`config.mk`:
```
export PLATFORM = sky130hd
export DESIGN_NAME = robber_language
export DESIGN_NICKNAME = d
export VERILOG_FILES = /design/src/rtl/robber_language_pkg.sv /design/src/rtl/robber_char_class.sv /design/src/rtl/robber_language.sv
export SDC_FILE = /design/constraint.sdc
export NUM_CORES = 1
export LEC_CHECK = 0
export ABC_AREA = 0
export CELL_PAD_IN_SITES_DETAIL_PLACEMENT = 1
export CELL_PAD_IN_SITES_GLOBAL_PLACEMENT = 1
export CORE_MARGIN = 1.5
export CORE_UTILIZATION = 40
export CTS_BUF_LIST = sky130_fd_sc_hd__clkbuf_16
export DETAILED_ROUTE_END_ITERATION = 10
export GPL_TIMING_DRIVEN = 0
export PLACE_DENSITY = 0.77
export SLEW_MARGIN = 5
export SYNTH_ARGS = -nofsm -noshare
export SYNTH_HDL_FRONTEND = slang
export SYNTH_SLANG_ARGS = --single-unit
```
`constraint.sdc`:
```
create_clock -name clk -period 3.06 [get_ports clk]
set_input_delay 0.459 -clock clk [delete_from_list [all_inputs] [get_ports clk]]
set_output_delay 0.459 -clock clk [all_outputs]
set_load 0.05 [all_outputs]
```
`src/rtl/robber_language_pkg.sv`:
```
// Shared constants, FSM state types and the consonant test for the robber-language codec.
package robber_language_pkg;

  localparam int unsigned BYTE_W = 8;

  localparam logic [BYTE_W-1:0] CH_LO_O   = 8'h6F;
  localparam logic [BYTE_W-1:0] CH_UP_O   = 8'h4F;
  localparam logic [BYTE_W-1:0] CH_LO_Y   = 8'h79;
  localparam logic [BYTE_W-1:0] CASE_BIT  = 8'h20;
  localparam logic [BYTE_W-1:0] CH_LO_A   = 8'h61;
  localparam logic [BYTE_W-1:0] CH_LO_Z   = 8'h7A;
  localparam logic [5*BYTE_W-1:0] VOWEL_SET = {8'h61, 8'h65, 8'h69, 8'h6F, 8'h75};

  typedef enum logic [1:0] {E_IDLE, E_EMIT_O, E_EMIT_C} enc_state_t;
  typedef enum logic [1:0] {D_IDLE, D_EXP_O, D_EXP_C} dec_state_t;

  // Folding to lowercase maps exactly A-Z and a-z onto a-z, nothing else lands there.
  function automatic logic is_consonant(input logic [BYTE_W-1:0] ch, input logic y_is_vowel);
    logic [BYTE_W-1:0] lc;
    logic              res;
    lc  = ch | CASE_BIT;
    res = (lc >= CH_LO_A) && (lc <= CH_LO_Z);
    for (int i = 0; i < 5; i++) begin
      if (lc == VOWEL_SET[BYTE_W*i +: BYTE_W]) res = 1'b0;
    end
    if (y_is_vowel && (lc == CH_LO_Y)) res = 1'b0;
    return res;
  endfunction

endpackage

```
`src/rtl/robber_char_class.sv`:
```
// Combinational byte classifier: consonant flag and the vowel to insert after it.
// Build option ROBBER_UPPER_O_EN makes the inserted vowel follow the consonant's case.
module robber_char_class
  import robber_language_pkg::*;
#(
  parameter int unsigned Y_IS_VOWEL = 1
) (
  input  logic [7:0] ch,
  output logic       cons_c,
  output logic [7:0] vowel_c
);

  assign cons_c = is_consonant(ch, 1'(Y_IS_VOWEL != 0));

`ifdef ROBBER_UPPER_O_EN
  assign vowel_c = ch[5] ? CH_LO_O : CH_UP_O;
`else
  assign vowel_c = CH_LO_O;
`endif

endmodule

```
`src/rtl/robber_language.sv`:
```
// Streaming rövarspråket encoder/decoder, one byte per cycle with busy backpressure.
// Optional build macro: ROBBER_UPPER_O_EN (case-matched inserted vowel).
module robber_language
  import robber_language_pkg::*;
#(
  parameter int unsigned Y_IS_VOWEL = 1
) (
  input  logic       clk,
  input  logic       reset_l,
  input  logic [7:0] data_in,
  input  logic       data_in_valid,
  input  logic       init,
  input  logic       encdec,
  output logic       busy,
  output logic [7:0] data_out,
  output logic       data_out_valid
);

  enc_state_t e_state, e_next;
  dec_state_t d_state, d_next;
  logic [7:0] saved, saved_next;
  logic [7:0] ins_vowel, ins_vowel_next;
  logic [7:0] out_next;
  logic       valid_next, busy_next, emit;
  logic       accept, cons_c, is_o, match_saved;
  logic [7:0] vowel_c;

  robber_char_class #(.Y_IS_VOWEL(Y_IS_VOWEL)) u_class (
    .ch      (data_in),
    .cons_c  (cons_c),
    .vowel_c (vowel_c)
  );

  assign accept      = data_in_valid && !busy && !init;
  assign is_o        = (data_in == CH_LO_O) || (data_in == CH_UP_O);
  assign match_saved = ((data_in | CASE_BIT) == (saved | CASE_BIT));

  // State and output registers.
  always_ff @(posedge clk or negedge reset_l) begin
    if (!reset_l) begin
      e_state        <= E_IDLE;
      d_state        <= D_IDLE;
      saved          <= 8'h00;
      ins_vowel      <= 8'h00;
      data_out       <= 8'h00;
      data_out_valid <= 1'b0;
      busy           <= 1'b0;
    end else begin
      e_state        <= e_next;
      d_state        <= d_next;
      saved          <= saved_next;
      ins_vowel      <= ins_vowel_next;
      data_out       <= out_next;
      data_out_valid <= valid_next;
      busy           <= busy_next;
    end
  end

  // Next state and next registered outputs for both FSMs.
  always_comb begin
    e_next         = e_state;
    d_next         = d_state;
    saved_next     = saved;
    ins_vowel_next = ins_vowel;
    out_next       = data_out;
    valid_next     = 1'b0;
    emit           = 1'b0;
    if (init) begin
      e_next = E_IDLE;
      d_next = D_IDLE;
    end else begin
      case (e_state)
        E_EMIT_O: begin
          out_next   = ins_vowel;
          valid_next = 1'b1;
          e_next     = E_EMIT_C;
        end
        E_EMIT_C: begin
          out_next   = saved;
          valid_next = 1'b1;
          e_next     = E_IDLE;
        end
        default: begin
          if (accept && encdec) begin
            d_next     = D_IDLE;
            out_next   = data_in;
            valid_next = 1'b1;
            if (cons_c) begin
              saved_next     = data_in;
              ins_vowel_next = vowel_c;
              e_next         = E_EMIT_O;
            end
          end else if (accept) begin
            // A broken pattern falls back to treating the byte as fresh input.
            emit = 1'b1;
            case (d_state)
              D_EXP_O: if (is_o) begin
                emit   = 1'b0;
                d_next = D_EXP_C;
              end
              D_EXP_C: if (match_saved) begin
                emit   = 1'b0;
                d_next = D_IDLE;
              end
              default: ;
            endcase
            if (emit) begin
              out_next   = data_in;
              valid_next = 1'b1;
              if (cons_c) begin
                saved_next = data_in;
                d_next     = D_EXP_O;
              end else begin
                d_next = D_IDLE;
              end
            end
          end
        end
      endcase
    end
    busy_next = (e_next != E_IDLE);
  end

endmodule

```
# == Word level (Yosys, flattened, before mapping) ==
# Index checks and enable logic that the tools add are counted.
# op_classes
add_sub_neg,0
n_mul,0
div,0
n_lt_le_gt_ge,2
n_eq_ne,16
shifts,0
mux,39
bitwise,2
n_reduce_logical,19
# ops
cell,n
8-bit 2-to-1 mux,7
7-bit by 6-bit == test with 1-bit output (second input constant),6
2-bit 2-to-1 mux,10
1-bit 2-to-1 mux,18
8-bit by 7-bit == test with 1-bit output (second input constant),2
8-bit one-hot mux with 2 select lines,1
5-bit inequality test (second input constant),2
8-bit by 7-bit >= comparator with 1-bit output (second input constant),1
8-bit by 7-bit less-or-equal comparator with 1-bit output (second input constant),1
2-bit one-hot mux with 2 select lines,2
4-bit AND reduction,2
4-bit nonzero test,2
7-bit == test,1
2-bit nonzero test,3
5-bit AND reduction,1
5-bit nonzero test,1
2-bit by 1-bit == test with 1-bit output (second input constant),2
2-bit == test (second input constant),2
1-bit logical AND,4
3-bit AND reduction,1
3-bit nonzero test,1
1-bit logical NOT,2
2-bit by 1-bit inequality test with 1-bit output (second input constant),1
1-bit inverter,2
3 further kinds,3
# word_totals
regBits,23
latchBits,0
ramBits,0
romBits,0
word_cells,85
mem_count,0

# == Longest topological paths before layout ==
# Gate-level depths: netlist (run 1).
# depth
word_depth,14
mapped_depth,7
mapped_depth_nobuf,7

# == Modules after synthesis ==
# Synthesis (run 1) repeated with hierarchy kept, for this count alone.
# hier_totals
hier_cells,152
area_unflattened_um2,1652.8
# by_module_without_submodules
module,instances,cells_each,area_per_inst_um2,seq_area_each_um2
robber_language,1,133,1532.7,750.7
robber_char_class,1,19,120.1,0.0

# == Worst setup path after synthesis (run 1) ==
# OpenSTA, ideal clock, no wires.
# synth_timing
path_kind,input-to-reg
from,in data_in[2]
to,reg saved[0]
setup_ns,0.125
arrival_time_ns,2.033
t_required_ns,2.935
setup_slack_ns,0.902
cell_stages,6
cell_sequence,buf_6 > or2b_1 > a311oi_2 > nand2_2 > a2111oi_4 > mux2_2
# synth_via
elab_chain_len,12
# synth_lines
element,line_no,source
from (decl),robber_language.sv:10,"input logic [7:0] data_in,"
8-bit by 7-bit >= comparator with 1-bit output / 8-bit by 7-bit less-or-equal comparator with 1-bit output (equally long branches),robber_language_pkg.sv:22,res = (lc >= CH_LO_A) && (lc <= CH_LO_Z);
1-bit logical AND,robber_language_pkg.sv:22,
1-bit 2-to-1 mux (5 in a row),robber_language_pkg.sv:24,if (lc == VOWEL_SET[BYTE_W*i +: BYTE_W]) res = 1'b0;
1-bit 2-to-1 mux,robber_language_pkg.sv:26,if (y_is_vowel && (lc == CH_LO_Y)) res = 1'b0;
8-bit 2-to-1 mux (4 in a row),-,
to (signal assigned),robber_language.sv:51,saved <= saved_next;
to (decl),robber_language.sv:21,"logic [7:0] saved, saved_next;"
# Parallel ways exist; a longest one is shown, timed or not. The select of a mux whose other input is x is not followed.
# A chain may end at the register's enable or synchronous reset.

# == Final worst setup path (run 1) ==
# layout_timing
from,in data_in[4]
to,reg saved[0]
# Same word-level chain as after synthesis.

==> qor.txt, run 1 <==
Outcome -> finished clean
Max Slew Vio Count -> 0
Remaining DRCs -> 0
Placed Instances -> 196
Max Clock Skew -> 3.73 ps
IO Pins -> 23
Post-Syn Nets -> 149
Worst vdd ir -> 0.279 mV
Initial core utilization -> 42.8%
Vias -> 1094
Final Hold Viols -> 0
Vias per cell -> 5.47
Hold buffers post-CTS -> 0
Rows -> 20
Setup Buffers After CTS -> 0
Reg clk slew, reported paths -> 60 ps
Final min period -> 2700 ps
Crit path launch type -> input port
Clock Latency Late Sink -> 260 ps
Post-synth EDFFs -> 0
Worst Tran Pin Value -> 1020 ps
Final HPWL DP -> 2290 um
Max-cap check violation count -> 0
Final Wtd Congestion -> 0.753
Die area -> 3700 sq um
Clk Tree Root Cell -> clkbuf_16
Final setup violation count -> 0
Initial antenna violation count -> 0
Met1 Usage GRT -> 28.8%
Leak -> 0.674 nW
Largest net degree at the start of global routing -> 24
Area Growth Syn to Fin -> 25.0%
Worst hold slack -> 475 ps
M2 GR Usage -> 30.4%
M3 GR Usage -> 2.56%
Crit Path Max Fanout -> 8
Syn Inst Count -> 132
Mapped cell area -> 1340 sq um
Arr. time, crit path -> 2840 ps
CP max stage delay -> 610 ps
Synth Register Bits -> 23
Share of cells above drive strength 1 -> 15.4%
Die H -> 60.9 um
Fmax -> 371 MHz
N_diodes -> 0
Post-route ant nets -> 0
Most used DFF post-synth -> dfrtp_1
CP Class -> in2reg
Inserted Clock Buffers -> 3
Async set or reset register ratio after synthesis -> 100%
Library cells used by synthesis -> 36
Synth warn -> 0
Die X -> 60.9 um
WL/cell -> 16.0 um
TritonRoute pass-1 iters -> 4
GR peak layer -> met2
CP startpoint -> data_in[4]
Unrepaired setup endpoints after global routing -> false
CP max stage cell -> clkdlybuf4s50_1
Critical-path cell list -> clkdlybuf4s50_1, or2b_1, a311oi_2, nand2_2, a2111oi_4, mux2_2
Iteration-0 DRC Markers -> 53
Period utilization -> 88.1%
Largest delay share family, worst path -> compound AO/OA/AOI/OAI gates
Fin cells -> 200
P per Cell Area -> 560 nW/um^2
Sequential share of the synthesized area -> 43.0%
Sink Count -> 23
Setup total negative slack -> 0 ps
GRT overflow -> 0
Vias in the first global route -> 1139
Total Routed Length -> 3210 um
Crit path capture type -> register
Mean Syn Cell Area -> 10.1 sq um
HP Start -> ins_vowel[0]
Clock Path Buffers -> 2
Hold WC Path Type -> reg2reg
Nets -> 174
CTS tree -> built
Worst reg2reg startpoint -> d_state[0]
Overall Global Routing Usage -> 20.2%
PostCTS Resize Cnt -> 0
H-Tree Depth -> 1
First-pass GRT wire length -> 5440 um
Port Buffers -> 20
Worst path required time -> 3200 ps
Core box area -> 3130 sq um
Headroom to the max-slew limit -> 31.6%
CP bufs+invs -> 1
worst paths after layout:
check	end	slack (ps)	cells past startpoint
worst max-delay path	saved[0]	360	6
worst min-delay path	ins_vowel[0]	470	1
worst max register to register	saved[0]	620	7
worst min register to register	ins_vowel[0]	470	1
max in group asynchronous	saved[7]	1680	1
min in group asynchronous	d_state[1]	760	1
report_power, final:
| group | switching [mW] | leakage, nW | total, mW | internal, mW |
|---|---|---|---|---|
| combinational | 0.148 | 0.348 | 0.262 | 0.114 |
| sequential | 0.0358 | 0.285 | 0.391 | 0.355 |
| clock | 0.109 | 0.0409 | 0.285 | 0.176 |
| total | 0.292 | 0.674 | 0.937 | 0.645 |
state kept, by name, summed over array words and instances (netlist names):
signal,flops
d_state,2
data_out,8
saved,8
ins_vowel,1
data_out_valid,1
busy,1
e_state,2
metal layers:
layer / vias to the layer above / share of wire, %
li1: 512 / -
met1: 555 / 49
met2: 22 / 45
met3: 5 / 3.8
met4: 0 / 2.0
met5: - / 0
area by class of cell:
| cell class | instances | area (sq um) |
|---|---|---|
| Sequential cell | 23 | 576 |
| Inverter | 4 | 15.0 |
| Clock buffer | 3 | 75.1 |
| Multi-Input combinational cell | 99 | 718 |
| Fill cell | 357 | 1450 |
| Tap cell | 44 | 55.1 |
| Clock inverter | 1 | 5.00 |
| Timing Repair Buffer | 20 | 200 |
| Buffer | 6 | 30.0 |
kinds of logic (layout without fill, tap and decap cells):
logic type | count (synthesis) | in the layout | share of synthesized area [%]
AOI/OAI and AO/OA | 29 | 29 | 15.7
and+or+nand+nor | 45 | 45 | 17.9
buffers and inverters | 10 | 34 | 3.36
DFF | 23 | 23 | 43.0
adders and majority gates | 4 | 4 | 3.74
muxes | 14 | 14 | 11.8
xor gates and xnor gates | 7 | 7 | 4.58
layout by cell type, fill, tap and decap left out, drive strengths merged, types with 2 or more instances in the layout:
cell / instances
dfrtp: 23
clkdlybuf4s50: 20
mux2: 14
nand2: 12
a21oi: 10
nor2: 9
o21ai: 8
clkbuf: 7
nand2b: 6
inv: 4
nor2b: 4
xnor2: 4
ha: 4
and2: 3
xor2: 3
nand4: 2
o41ai: 2
nand3b: 2
buf: 2
a311oi: 2
per-stage QoR:
step	total power, mW	worst slack [ps]	utilization [%]	instance area, sq um
final	0.937	364	53.5	1670
after global routing	0.977	255	53.5	1670
after floorplan	0.564	902	-	1340
after CTS	0.951	373	53.5	1670
after global placement	0.649	139	51.0	1590
after detailed placement	0.658	106	51.0	1590
cell usage after synthesis (3+ instances only):
library cell  instances  share of area (%)
ha_1                  4                3.7
o21ai_0               8                3.0
nor2_1                9                2.5
and2_1                3                1.4
nand2b_1              6                2.8
nor2b_1               4                1.9
clkbuf_1              4                1.1
xor2_1                3                2.0
mux2_2               14                 12
inv_1                 4                1.1
a21oi_1              10                3.7
dfrtp_1              23                 43
nand2_1              11                3.1
xnor2_1               4                2.6
Note: power is estimated with default switching activity, not from simulation.
==> run 2: changes to the inputs <==
CAP_MARGIN = 5   (was not set)
REMOVE_ABC_BUFFERS = 1   (was not set)
==> qor.txt, run 2 (synthesized netlist as in run 1, its figures left out) <==
Overall Global Routing Usage -> 20.3% (+0.19 points)
Final HPWL DP -> 2370 um (+3.3%)
Outcome -> finished clean
N_diodes -> 0 (unchanged)
Placed Instances -> 192 (-2.0%)
CP Class -> in2reg
Share of cells above drive strength 1 -> 14.5% (-0.91 points)
Max Slew Vio Count -> 0 (unchanged)
Worst vdd ir -> 0.312 mV (+12%)
Headroom to the max-slew limit -> 26.0% (-5.6 points)
Core box area -> 3130 sq um (unchanged)
Crit Path Max Fanout -> 8 (unchanged)
Vias in the first global route -> 1119 (-1.8%)
Arr. time, crit path -> 2840 ps (about the same)
Reg clk slew, reported paths -> 60 ps (about the same)
H-Tree Depth -> 1 (unchanged)
Final Wtd Congestion -> 0.800 (+6.2%)
Period utilization -> 88.3% (+0.21 points)
CTS tree -> built
Setup total negative slack -> 0 ps (unchanged)
Total Routed Length -> 3280 um (+2.3%)
Die H -> 60.9 um (unchanged)
Inserted Clock Buffers -> 3 (unchanged)
P per Cell Area -> 563 nW/um^2 (+0.56%)
GRT overflow -> 0 (unchanged)
Fill cells -> 348 (-2.5%)
Die X -> 60.9 um (unchanged)
Worst Tran Pin Value -> 1110 ps (+83.4 ps)
WL/cell -> 16.7 um (+4.4%)
Max-cap check violation count -> 0 (unchanged)
Fmax -> 370 MHz (-0.23%)
FF/Latch Area -> 576 sq um (unchanged)
Port Buffers -> 22 (+10%)
Fin cells -> 196 (-2.0%)
Nets -> 170 (-2.3%)
Crit path capture type -> register
Max Clock Skew -> 3.80 ps (+0.0649 ps)
Initial antenna violation count -> 0 (unchanged)
Vias -> 1064 (-2.7%)
Clock Path Buffers -> 2 (unchanged)
Final min period -> 2700 ps (+6.31 ps)
Post-route ant nets -> 0 (unchanged)
Top Registers -> data_out (8), saved (8)
Most frequent cells in the layout -> 23 x dfrtp_1, 22 x clkdlybuf4s50_1, 14 x mux2_2
Die area -> 3700 sq um (unchanged)
Hold buffers post-CTS -> 0 (unchanged)
Unrepaired setup endpoints after global routing -> false
First-pass GRT wire length -> 5420 um (-0.26%)
Commonest non-fill, non-tap cell in the layout -> dfrtp_1
Iteration-0 DRC Markers -> 25 (-53%)
Clk Tree Root Cell -> clkbuf_16
Initial core utilization -> 42.8% (unchanged)
Final setup violation count -> 0 (unchanged)
Rows -> 20 (unchanged)
Sink Count -> 23 (unchanged)
Vias per cell -> 5.43 (-0.76%)
Multi-input logic area -> 718 sq um (unchanged)
PostCTS Resize Cnt -> 0 (unchanged)
Crit path launch type -> input port
Hold WC Path Type -> reg2reg
Remaining DRCs -> 0 (unchanged)
TritonRoute pass-1 iters -> 4 (unchanged)
Largest net degree at the start of global routing -> 25 (+4.2%)
Area Growth Syn to Fin -> 24.2%
Leak -> 0.671 nW (-0.40%)
Final Hold Viols -> 0 (unchanged)
Worst path required time -> 3200 ps (about the same)
Clock Latency Late Sink -> 260 ps (about the same)
IO Pins -> 23 (unchanged)
Setup Buffers After CTS -> 0 (unchanged)
[run 2: routing by layer]
metal	vias up	wire length (um)	GRT usage (%)
met1	537	1470	25.2
met2	19	1670	36.9
met4	0	42	5.59
met3	5	101	2.77
li1	503	-	-
met5	-	0	0
[run 2: critical path, cell delays in order]
cell and delay (ps):
clkdlybuf4s50_1 550, and4b_1 280, a41oi_1 340, nor2_1 120
a2111oi_4 680, mux2_2 410
[run 2: report_power, final]
group	internal, mW	total (mW)	switching [mW]
Sequential	0.355	0.391	0.0360
Combinational	0.115	0.264	0.149
Clock	0.174	0.281	0.107
[run 2: final cells by class]
cell class,instances,share of cell area [%]
clock buffers,3,4.51
clock inverters,1,0.226
inverters,4,0.903
multi-input cells,99,43.2
flip-flops and latches,23,34.6
well taps,44,3.31
repair buffers,22,13.2
[run 2: worst paths after layout]
check,from,to,slack (ps),cells after the start
worst max-delay path,data_in[0],saved[3],360,6
worst min-delay path,ins_vowel[0],ins_vowel[0],480,1
worst max register to register,e_state[1],saved[3],550,4
worst min register to register,ins_vowel[0],ins_vowel[0],480,1
max in group asynchronous,reset_l,data_out[4],1590,1
min in group asynchronous,reset_l,busy,800,1
[run 2: metrics by stage]
stage | hold slack (ps) | utilization [%] | worst slack (ps) | cell area, sq um | power, mW
after global routing | 521 | 53.2 | 197 | 1660 | 0.981
after floorplan | 163 | - | 935 | 1310 | 0.560
final | 476 | 53.2 | 357 | 1660 | 0.936
after CTS | 489 | 53.2 | 336 | 1660 | 0.946
after global placement | 451 | 50.6 | 139 | 1580 | 0.650
after detailed placement | 472 | 50.6 | 87.1 | 1580 | 0.661
==> run 3: changes to the inputs <==
CORE_UTILIZATION = 49   (was 40)
DONT_BUFFER_PORTS = 1   (was not set)
SYNTH_HIERARCHICAL = 1   (was not set)
==> qor.txt, run 3 <==
Outcome -> finished clean
Unrepaired setup endpoints after global routing -> false
Remaining DRCs -> 0 (unchanged)
Post-synth EDFFs -> 0 (unchanged)
Final Wtd Congestion -> 0.871 (+8.9%)
Vias in the first global route -> 1241 (+11%)
Hold WC Path Type -> in2async
Die H -> 61.1 um (+0.38%)
Leak -> 0.807 nW (+20%)
Cell mode on critical path -> inv_1
Port Buffers -> 0 (-100%)
Crit path launch type -> register
CP max stage cell -> o41ai_4
Setup total negative slack -> 0 ps (unchanged)
Sequential share of the synthesized area -> 45.4% (+2.4 points)
Crit Path Max Fanout -> 21 (+13)
Share of cells above drive strength 1 -> 23.5% (+9.1 points)
Vias per cell -> 5.68 (+4.6%)
IO Pins -> 23 (unchanged)
Total Routed Length -> 3570 um (+8.8%)
Top Registers -> data_out (8), ins_vowel (8), saved (8)
Library cells used by synthesis -> 34 (-5.6%)
Initial antenna violation count -> 0 (unchanged)
Syn Inst Count -> 152 (+15%)
Sink Count -> 30 (+30%)
Yosys top cell area share -> 45.4% (+2.4 points)
Die X -> 61.1 um (+0.38%)
Rows -> 20 (unchanged)
Fmax -> 370 MHz (about the same)
TritonRoute pass-1 iters -> 4 (unchanged)
Headroom to the max-slew limit -> 40.7% (+15 points)
Largest net degree at the start of global routing -> 31 (+24%)
PostCTS Resize Cnt -> 0 (unchanged)
Max Slew Vio Count -> 0 (unchanged)
CP Class -> reg2reg
Overall Global Routing Usage -> 22.9% (+2.5 points)
CTS tree -> built
Worst vdd ir -> 0.473 mV (+52%)
Async set or reset register ratio after synthesis -> 100% (unchanged)
Period utilization -> 88.4% (about the same)
H-Tree Depth -> 2 (+1)
CP max stage delay -> 820 ps (+140 ps)
Most used DFF post-synth -> dfrtp_1
Mapped cell area -> 1650 sq um (+23%)
Synth cell count leaders -> 30 x dfrtp_1, 24 x mux2_2, 12 x nand2_1, 9 x o21ai_0
Most frequent cells in the layout -> 30 x dfrtp_1, 24 x mux2_2, 12 x nand2_1
Nets -> 169 (-0.59%)
Final Hold Viols -> 0 (unchanged)
Iteration-0 DRC Markers -> 43 (+72%)
Max Clock Skew -> 3.18 ps (-0.618 ps)
Clock Path Buffers -> 2 (unchanged)
Initial core utilization -> 52.8% (+10 points)
Reg clk slew, reported paths -> 50 ps (about the same)
Worst path required time -> 3220 ps (+20 ps)
Area Growth Syn to Fin -> 10.6%
GRT overflow -> 0 (unchanged)
Core box area -> 3130 sq um (unchanged)
Inserted Clock Buffers -> 5 (+2)
First-pass GRT wire length -> 5950 um (+9.8%)
Post-route ant nets -> 0 (unchanged)
Max-cap check violation count -> 0 (unchanged)
Clock Latency Late Sink -> 270 ps (about the same)
CP bufs+invs -> 2 (+1)
Critical-path cell list -> inv_1, ha_1, inv_1, o41ai_4, mux2_2
Setup Buffers After CTS -> 0 (unchanged)
Most area-consuming cells after synthesis -> dfrtp_1 45%, mux2_2 16%, a22oi_1 3.6%
Count leader, synth -> dfrtp_1
Final setup violation count -> 0 (unchanged)
WL/cell -> 18.1 um (+8.2%)
Tot Pwr -> 1.30 mW (+39%)
Vias -> 1119 (+5.2%)
Largest delay share family, worst path -> compound AO/OA/AOI/OAI gates
Final min period -> 2700 ps (+1.77 ps)
Synth warn -> 6 (+6)
P per Cell Area -> 710 nW/um^2 (+26%)
Worst Tran Pin Value -> 877 ps (-230 ps)
Final HPWL DP -> 2350 um (-0.84%)
Commonest non-fill, non-tap cell in the layout -> dfrtp_1
Die area -> 3730 sq um (+0.76%)
Clk Tree Root Cell -> clkbuf_16
Crit path capture type -> register
Arr. time, crit path -> 2860 ps (+20 ps)
Mean Syn Cell Area -> 10.9 sq um (+7.2%)
Synth area leader -> dfrtp_1
N_diodes -> 0 (unchanged)
Synth Register Bits -> 30 (+30%)
[run 3: changes by cell type after synthesis, sizes merged, moves of 3 or more]
cell and delta:
mux2 +10, buf +9, a22oi +8, dfrtp +7, nand2b -5, a21oi -4
and2 -3, nor2 -3
[run 3: cells by family after synthesis]
| kind of cell | Yosys count | synth area share [%] |
|---|---|---|
| xor gates and xnor gates | 7 | 3.71 |
| other | 2 | 0.454 |
| DFF | 30 | 45.4 |
| and+or+nand+nor | 33 | 10.4 |
| buffers and inverters | 20 | 6.51 |
| adders and majority gates | 4 | 3.03 |
| AOI/OAI and AO/OA | 32 | 14.2 |
| muxes | 24 | 16.4 |
[run 3: worst paths after layout]
check                           slack [ps]            to          from  cells past startpoint
max in group asynchronous             2890      saved[2]       reset_l                      1
worst max-delay path                   360   data_out[0]    e_state[0]                      5
worst min register to register         510  ins_vowel[5]  ins_vowel[5]                      1
worst min-delay path                    10   data_out[5]       reset_l                      1
min in group clk                       270    e_state[1]          init                      1
worst max register to register         360   data_out[0]    e_state[0]                      5
[run 3: power by group]
group | switching, mW | internal [mW] | total (mW)
Sequential | 0.138 | 0.471 | 0.609
Combinational | 0.0640 | 0.0908 | 0.155
Clock | 0.158 | 0.376 | 0.534
[run 3: worst register-to-register path: stages (launching register included)]
cell     delay [ps]
dfrtp_1         370
inv_1            60
ha_1            680
inv_1           230
o41ai_4         820
mux2_2          420
[run 3: stage by stage]
| step | setup WS [ps] | cells | area, sq um | hold slack (ps) | utilization (%) |
|---|---|---|---|---|---|
| floorplan | 717 | 144 | 1590 | 163 | - |
| global placement | 399 | 188 | 1650 | 164 | 52.6 |
| detailed placement | 356 | 188 | 1650 | 164 | 52.6 |
| CTS | 289 | 197 | 1830 | 8.71 | 58.4 |
| global route | 174 | 197 | 1830 | 16.4 | 58.4 |
| finish | 356 | 197 | 1830 | 11.0 | 58.4 |
[run 3: timing repair]
item,4_1_cts,5_1_grt
hold buffers,1,0
endpoints found under the setup margin,0,0
hold endpoints to repair,30,0
[run 3: cell type report]
class	count	area, sq um
clock buffers	5	125
flip-flops and latches	30	751
multi-input cells	108	817
fillers	328	1300
inverters	6	22.5
clock inverters	3	37.5
well taps	44	55.1
repair buffers	1	20.0
[run 3: layer usage]
layer | vias to the layer above | part of all wire (%) | track usage, %
met3 | 7 | 5.0 | 7.35
met4 | 0 | 2.0 | 10.2
met5 | - | 0 | 0
li1 | 524 | - | -
met2 | 24 | 51 | 38.0
met1 | 564 | 42 | 27.1
